## src/rtl/scope_capture_engine_if.sv

```systemverilog
// RAM access bus and dump byte stream of the scope capture engine.
// The engine drives the master side; the RAM and the dump consumer sit on the slave side.
interface scope_capture_engine_if #(
  parameter int unsigned NUM_CH = 3,
  parameter int unsigned ADDR_W = 9,
  parameter int unsigned DATA_W = 8
);
  logic                     ram_en;
  logic                     ram_we;
  logic [ADDR_W-1:0]        ram_addr;
  logic [NUM_CH*DATA_W-1:0] ram_rdata;
  logic [DATA_W-1:0]        out_data;
  logic                     out_vld;
  logic                     out_rdy;

  modport master (
    output ram_en, ram_we, ram_addr, out_data, out_vld,
    input  ram_rdata, out_rdy
  );

  modport slave (
    input  ram_en, ram_we, ram_addr, out_data, out_vld,
    output ram_rdata, out_rdy
  );
endinterface

```

## src/rtl/scope_capture_engine.sv

```systemverilog
// Multi-channel circular capture engine: decimated writes into a shared-address RAM,
// pre/post-trigger sequencing with edge or forced trigger, and an oldest-first
// ready/valid dump of one selected channel.
module scope_capture_engine #(
  parameter int unsigned NUM_CH = 3,
  parameter int unsigned ADDR_W = 9,
  parameter int unsigned DATA_W = 8,
  parameter int unsigned DEC_W  = 8,
  localparam int unsigned CH_W  = (NUM_CH > 1) ? $clog2(NUM_CH) : 1
) (
  input  logic                  clk,
  input  logic                  rst_n,
  input  logic                  smpl_en,
  input  logic [NUM_CH-1:0]     trig_vec,
  input  logic [CH_W-1:0]       trig_sel,
  input  logic                  trig_pol,
  input  logic                  force_trig,
  input  logic                  arm,
  input  logic [ADDR_W-1:0]     trig_pos,
  input  logic [DEC_W-1:0]      dec_div,
  input  logic                  dump_req,
  input  logic [CH_W-1:0]       dump_ch,
  scope_capture_engine_if.master bus,
  output logic                  capture_done,
  output logic [ADDR_W-1:0]     trig_addr,
  output logic                  dump_done
);

  localparam int unsigned Depth = 1 << ADDR_W;
  localparam logic [ADDR_W:0] DepthCnt = (ADDR_W + 1)'(Depth);

  typedef enum logic [2:0] {
    StIdle, StPre, StArmed, StPost, StDone, StDumpRd, StDumpHold
  } state_e;

  state_e              state_q, state_d;
  logic [ADDR_W-1:0]   wr_ptr_q, wr_ptr_d;
  logic [ADDR_W-1:0]   rd_ptr_q, rd_ptr_d;
  logic [DEC_W-1:0]    dec_cnt_q, dec_cnt_d;
  logic [ADDR_W:0]     pre_cnt_q, pre_cnt_d;
  logic [ADDR_W-1:0]   post_cnt_q, post_cnt_d;
  logic [ADDR_W:0]     cnt_q, cnt_d;
  logic [ADDR_W-1:0]   trig_addr_q, trig_addr_d;
  logic [DATA_W-1:0]   out_data_q, out_data_d;
  logic                out_vld_q, out_vld_d;
  logic                capture_done_q, capture_done_d;
  logic                dump_done_q, dump_done_d;
  logic [CH_W-1:0]     ch_q, ch_d;
  logic                prev_q, prev_d;

  logic                trig_cur;
  logic                trig_hit;
  logic                capturing;
  logic                wr_fire;
  logic [DATA_W-1:0]   rd_slice;

  // Select the trigger channel and the dump channel slice; out-of-range indices read as 0.
  always_comb begin
    trig_cur = 1'b0;
    rd_slice = '0;
    for (int i = 0; i < NUM_CH; i++) begin
      if (trig_sel == CH_W'(i)) trig_cur = trig_vec[i];
      if (ch_q == CH_W'(i))     rd_slice = bus.ram_rdata[i*DATA_W +: DATA_W];
    end
  end

  assign trig_hit  = (trig_pol ? (trig_cur & ~prev_q) : (~trig_cur & prev_q)) | force_trig;
  assign capturing = (state_q == StPre) || (state_q == StArmed) || (state_q == StPost);
  assign wr_fire   = capturing && smpl_en && (dec_cnt_q == '0);

  // RAM strobes follow the current state so a sample is written in its own smpl_en clock.
  assign bus.ram_en   = wr_fire || (state_q == StDumpRd);
  assign bus.ram_we   = wr_fire;
  assign bus.ram_addr = (state_q == StDumpRd) ? rd_ptr_q : wr_ptr_q;
  assign bus.out_data = out_data_q;
  assign bus.out_vld  = out_vld_q;
  assign capture_done = capture_done_q;
  assign trig_addr    = trig_addr_q;
  assign dump_done    = dump_done_q;

  // Next-state computation for the sequencer, pointers, counters and registered outputs.
  always_comb begin
    state_d      = state_q;
    wr_ptr_d     = wr_ptr_q;
    rd_ptr_d     = rd_ptr_q;
    dec_cnt_d    = dec_cnt_q;
    pre_cnt_d    = pre_cnt_q;
    post_cnt_d   = post_cnt_q;
    cnt_d        = cnt_q;
    trig_addr_d  = trig_addr_q;
    out_data_d   = out_data_q;
    out_vld_d    = out_vld_q;
    ch_d         = ch_q;
    dump_done_d  = 1'b0;
    prev_d       = trig_cur;

    if (capturing && smpl_en) begin
      dec_cnt_d = (dec_cnt_q == '0) ? dec_div : dec_cnt_q - DEC_W'(1);
    end
    if (wr_fire) wr_ptr_d = wr_ptr_q + ADDR_W'(1);

    unique case (state_q)
      StPre: begin
        // Triggers are deliberately not latched while the pre-trigger window fills.
        if (wr_fire) begin
          pre_cnt_d = pre_cnt_q - (ADDR_W + 1)'(1);
          if (pre_cnt_q == (ADDR_W + 1)'(1)) state_d = StArmed;
        end
      end
      StArmed: begin
        if (trig_hit) begin
          // A write in the trigger clock belongs to the pre-trigger history.
          trig_addr_d = wr_ptr_d;
          post_cnt_d  = trig_pos;
          state_d     = (trig_pos == '0) ? StDone : StPost;
        end
      end
      StPost: begin
        if (wr_fire) begin
          post_cnt_d = post_cnt_q - ADDR_W'(1);
          if (post_cnt_q == ADDR_W'(1)) state_d = StDone;
        end
      end
      StDone: begin
        if (dump_req && (32'(dump_ch) < NUM_CH)) begin
          ch_d     = dump_ch;
          rd_ptr_d = wr_ptr_q;
          cnt_d    = DepthCnt;
          state_d  = StDumpRd;
        end
      end
      StDumpRd: state_d = StDumpHold;
      StDumpHold: begin
        if (!out_vld_q) begin
          // RAM data for the read issued last clock is valid now.
          out_data_d = rd_slice;
          out_vld_d  = 1'b1;
        end else if (bus.out_rdy) begin
          out_vld_d = 1'b0;
          rd_ptr_d  = rd_ptr_q + ADDR_W'(1);
          cnt_d     = cnt_q - (ADDR_W + 1)'(1);
          if (cnt_q == (ADDR_W + 1)'(1)) begin
            dump_done_d = 1'b1;
            state_d     = StDone;
          end else begin
            state_d = StDumpRd;
          end
        end
      end
      default: ;
    endcase

    // Arm restarts capture from any non-dump state and beats a same-clock dump request.
    if (arm && (state_q != StDumpRd) && (state_q != StDumpHold)) begin
      state_d   = StPre;
      pre_cnt_d = DepthCnt - {1'b0, trig_pos};
      dec_cnt_d = '0;
    end

    capture_done_d = (state_d == StDone) || (state_d == StDumpRd) || (state_d == StDumpHold);
  end

  // State and output registers with asynchronous active-low reset.
  always_ff @(posedge clk or negedge rst_n) begin
    if (!rst_n) begin
      state_q        <= StIdle;
      wr_ptr_q       <= '0;
      rd_ptr_q       <= '0;
      dec_cnt_q      <= '0;
      pre_cnt_q      <= '0;
      post_cnt_q     <= '0;
      cnt_q          <= '0;
      trig_addr_q    <= '0;
      out_data_q     <= '0;
      out_vld_q      <= 1'b0;
      capture_done_q <= 1'b0;
      dump_done_q    <= 1'b0;
      ch_q           <= '0;
      prev_q         <= 1'b0;
    end else begin
      state_q        <= state_d;
      wr_ptr_q       <= wr_ptr_d;
      rd_ptr_q       <= rd_ptr_d;
      dec_cnt_q      <= dec_cnt_d;
      pre_cnt_q      <= pre_cnt_d;
      post_cnt_q     <= post_cnt_d;
      cnt_q          <= cnt_d;
      trig_addr_q    <= trig_addr_d;
      out_data_q     <= out_data_d;
      out_vld_q      <= out_vld_d;
      capture_done_q <= capture_done_d;
      dump_done_q    <= dump_done_d;
      ch_q           <= ch_d;
      prev_q         <= prev_d;
    end
  end

endmodule
```

## src/flat_wrapper.sv

```systemverilog
// flat-port wrapper written by rule: the top's interface ports become plain ports
module scope_capture_engine_flat 
#(
  parameter int unsigned NUM_CH = 3,
  parameter int unsigned ADDR_W = 9,
  parameter int unsigned DATA_W = 8,
  parameter int unsigned DEC_W  = 8,
  localparam int unsigned CH_W  = (NUM_CH > 1) ? $clog2(NUM_CH) : 1
)
  (clk, rst_n, smpl_en, trig_vec, trig_sel, trig_pol, force_trig, arm, trig_pos, dec_div, dump_req, dump_ch, capture_done, trig_addr, dump_done, bus_ram_en, bus_ram_we, bus_ram_addr, bus_out_data, bus_out_vld, bus_ram_rdata, bus_out_rdy);
  scope_capture_engine_if #(.NUM_CH(NUM_CH), .ADDR_W(ADDR_W), .DATA_W(DATA_W)) bus_i ();
  input  logic clk;
  input  logic rst_n;
  input  logic smpl_en;
  input  logic [NUM_CH-1:0] trig_vec;
  input  logic [CH_W-1:0] trig_sel;
  input  logic trig_pol;
  input  logic force_trig;
  input  logic arm;
  input  logic [ADDR_W-1:0] trig_pos;
  input  logic [DEC_W-1:0] dec_div;
  input  logic dump_req;
  input  logic [CH_W-1:0] dump_ch;
  output logic capture_done;
  output logic [ADDR_W-1:0] trig_addr;
  output logic dump_done;
  output wire logic [$bits(bus_i.ram_en)-1:0] bus_ram_en;
  output wire logic [$bits(bus_i.ram_we)-1:0] bus_ram_we;
  output wire logic [$bits(bus_i.ram_addr)-1:0] bus_ram_addr;
  output wire logic [$bits(bus_i.out_data)-1:0] bus_out_data;
  output wire logic [$bits(bus_i.out_vld)-1:0] bus_out_vld;
  input wire logic [$bits(bus_i.ram_rdata)-1:0] bus_ram_rdata;
  input wire logic [$bits(bus_i.out_rdy)-1:0] bus_out_rdy;
  assign bus_ram_en = bus_i.ram_en;
  assign bus_ram_we = bus_i.ram_we;
  assign bus_ram_addr = bus_i.ram_addr;
  assign bus_out_data = bus_i.out_data;
  assign bus_out_vld = bus_i.out_vld;
  assign bus_i.ram_rdata = bus_ram_rdata;
  assign bus_i.out_rdy = bus_out_rdy;
  scope_capture_engine #(.NUM_CH(NUM_CH), .ADDR_W(ADDR_W), .DATA_W(DATA_W), .DEC_W(DEC_W)) u_core (.clk(clk), .rst_n(rst_n), .smpl_en(smpl_en), .trig_vec(trig_vec), .trig_sel(trig_sel), .trig_pol(trig_pol), .force_trig(force_trig), .arm(arm), .trig_pos(trig_pos), .dec_div(dec_div), .dump_req(dump_req), .dump_ch(dump_ch), .bus(bus_i), .capture_done(capture_done), .trig_addr(trig_addr), .dump_done(dump_done));
endmodule
```

## config.mk

```make
export PLATFORM = sky130hd
export DESIGN_NAME = scope_capture_engine_flat
export DESIGN_NICKNAME = d
export VERILOG_FILES = /design/src/rtl/scope_capture_engine_if.sv /design/src/rtl/scope_capture_engine.sv /design/src/flat_wrapper.sv
export SDC_FILE = /design/constraint.sdc
export NUM_CORES = 1
export LEC_CHECK = 0
export CAP_MARGIN = 20
export CORE_UTILIZATION = 30
export CTS_CLUSTER_SIZE = 12
export DETAILED_ROUTE_END_ITERATION = 10
export DONT_BUFFER_PORTS = 1
export HOLD_SLACK_MARGIN = 0.1
export SLEW_MARGIN = 5
export SYNTH_ARGS = -nofsm -noshare
export SYNTH_HDL_FRONTEND = slang
export SYNTH_SLANG_ARGS = --single-unit
```

## constraint.sdc

```tcl
create_clock -name clk -period 3.3 [get_ports clk]
set_clock_uncertainty 0.2 [all_clocks]
set_input_delay 0.33 -clock clk [delete_from_list [all_inputs] [get_ports clk]]
set_output_delay 0.33 -clock clk [all_outputs]
set_load 0.01 [all_outputs]
```

==> results.cfg <==
[sta]
finalCriticalPeriod_ps = 2960
setup_viol = 0
setup_tns_ps = 0
slew_headroom = 0.400
worstMarginPinSlew_ps = 897
finalCritPeriodShare = 0.898
rsz0062_at_grt = false
hold_slack_ps = 129
fmax_mhz = 337
finalHoldViolCount = 0
drv_slew = 0

[yosys]
ys_dominant_reg_cell = dfrtp_1
avgSynthCellArea_um2 = 9.00
synth_nets = 589
ys_ff_latch = 81
synth-seq-area-share = 0.432
ys_async_sr_fraction = 1.00
syn_area_um2 = 4700
synthCells = 522
synth_edf_count = 0
ys_warn_count = 0
ys_types = 61

[floorplan]
fp.dieH_um = 127
core_area_um2 = 15300
start_util = 0.308
io_pins = 87
die_w_um = 127
die-area_um2 = 16200
num_rows = 45

[routing]
wl_per_cell_um = 15.5
drcViolationCount = 0
drt-pass1-iter-count = 4
num_vias = 3872
via_per_inst = 5.03
drtIter0Drc = 240
ant_nets = 0
routed_wl_um = 12000

[global_routing]
grt_max_degree = 82
grt_pass1_vias = 3857
grt_antenna_before_repair = 0
grt-ovfl-total = 0
grt_pass1_wl_um = 19500
groute.usage.overall = 0.154

[finish]
final_util = 0.367
antennaDiodeCount = 0
final_nets = 621
drive_gt1_frac = 0.0877
area_growth_pct = 19.1

[hold_path]
min_path_type = in -> reg

[clocking]
cts_root_buf = clkbuf_16
h-tree-depth = 3
cts_hold_buf = 38
numClockSinks = 81
clk_latency_ps = 340
cts_setup_buffers = 0
ctsResizeCount = 0
cts-buffers-inserted = 9
cts.clk_slew.worst_paths_ps = 60
clk_path_buf_depth = 2
cts_tree = built

[placement]
gp_congestion = 0.844
port_buffers = 0
hpwl_um = 8520

[critical_path]
worstPathMaxFanout = 8
required_ps = 3370
end_kind = register
start_kind = register
cp.arrival_ps = 3040
worstSetupPathType = reg -> reg

[pwr]
total_leakage_power_nw = 2.36
p_per_area_nw_per_um2 = 603
vdd.ir_drop.worst_uv = 284

[outcome]
status = finished, final reports clean

[job]
maxCapViolCount = 0
## critical path: stages (launching register included)
cell and delay [ps]:
dfrtp_1 420, inv_1 70, ha_1 180, or3b_1 480
nor4_4 510, nand3_1 250, a31oi_1 210, dlygate4sd3_1 570
## synthesized netlist by cell type (3+ instances only)
master	instances	area [µm²]
dfrtp_1	81	2030
nor2_1	78	293
nand2_1	49	184
o21ai_0	35	175
a21oi_1	32	160
inv_1	20	75.1
xnor2_1	20	175
nor3_1	19	95.1
mux2_2	16	180
nand3_1	14	70.1
mux2i_1	13	130
clkbuf_1	11	41.3
ha_1	11	138
xor2_1	9	78.8
a2bb2oi_1	7	61.3
nand4_1	7	43.8
a22oi_1	5	37.5
a31oi_1	5	31.3
and3_1	5	31.3
nor4_1	5	31.3
or3_1	5	31.3
a211oi_1	4	30.0
and2_1	4	25.0
buf_2	4	20.0
o211ai_1	4	30.0
o22ai_1	4	25.0
a211o_1	3	26.3
buf_1	3	11.3
buf_4	3	22.5
nand2b_1	3	18.8
nand3b_1	3	22.5
nor2b_1	3	18.8
## power breakdown
part           leakage (nW)  switching [mW]  internal [mW]
registers              1.01           0.201           1.15
clock network         0.153           0.384          0.647
logic                  1.19           0.573          0.424
## final cells by class
cell class	count	area, µm²
multi-input combinational	398	2480
fill	1513	9660
timing repair buffer	44	443
clock buffer	14	274
sequential	81	2030
inverter	20	75.1
clock inverter	2	35.0
tap	211	264
## cells in the final DEF (no fill, tap or decap), drive strengths merged, types with 5 or more instances in the layout
master / synthesis / layout
clkbuf: 11 / 14
ha: 11 / 11
mux2i: 13 / 13
mux2: 16 / 16
and3: 5 / 5
a22oi: 5 / 5
dlygate4sd3: 0 / 37
a21oi: 32 / 32
nor3: 21 / 21
inv: 20 / 20
dfrtp: 81 / 81
xnor2: 20 / 20
a2bb2oi: 7 / 7
nand3: 14 / 14
nand2: 49 / 49
nand4: 7 / 7
buf: 12 / 7
nor4: 7 / 7
nor2: 78 / 78
a31oi: 5 / 5
o21ai: 37 / 37
xor2: 9 / 9
or3: 6 / 6
## kinds of logic after synthesis
group | count (synthesis) | share of synthesized area
AOI/OAI and AO/OA | 116 | 0.155
adders and majority gates | 11 | 0.0293
buffers and inverters | 43 | 0.0410
xor gates and xnor gates | 29 | 0.0541
muxes | 29 | 0.0661
DFF | 81 | 0.432
and+or+nand+nor | 213 | 0.223
## metal layers
layer  wire [µm]  track usage  share of wire  vias to the layer above
met5           0            0              0                        -
met4         232       0.0560          0.019                        0
met3         838       0.0486          0.070                       20
met2        5700        0.260           0.48                      122
met1        5200        0.186           0.43                     1822
li1            -            -              -                     1908
## final timing paths
| path | from | end | cells after the start | slack (ps) |
|---|---|---|---|---|
| worst max-delay path | u_core.dec_cnt_q[0] | u_core.pre_cnt_q[3] | 7 | 340 |
| worst min-delay path | bus_ram_rdata[2] | u_core.bus.out_data[2] | 4 | 130 |
| worst max register to register | u_core.dec_cnt_q[0] | u_core.pre_cnt_q[3] | 7 | 340 |
| worst min register to register | u_core.post_cnt_q[8] | u_core.post_cnt_q[8] | 2 | 320 |
| max in group asynchronous | rst_n | u_core.pre_cnt_q[8] | 2 | 2210 |
| min in group asynchronous | rst_n | u_core.dump_done | 2 | 350 |
## sequential cells by signal, indices dropped and copies added, names as in the netlist
name and cells:
u_core.cnt_q 10, u_core.pre_cnt_q 10, u_core.post_cnt_q 9, u_core.rd_ptr_q 9, u_core.trig_addr 9, u_core.wr_ptr_q 9, u_core.bus.out_data 8, u_core.dec_cnt_q 8
u_core.state_q 3, u_core.ch_q 2, u_core.bus.out_vld 1, u_core.capture_done 1, u_core.dump_done 1, u_core.prev_q 1
## through the flow
stage / setup WS [ps] / cells / power (mW) / area, µm²
after floorplan: 736 / 522 / 2.10 / 4700
after global placement: 603 / 716 / 2.25 / 4890
after detailed placement: 473 / 716 / 2.27 / 4890
after CTS: 366 / 770 / 3.41 / 5600
after global routing: 126 / 770 / 3.60 / 5600
final: 336 / 770 / 3.38 / 5600
No activity file was read; power rests on OpenSTA's default activity.
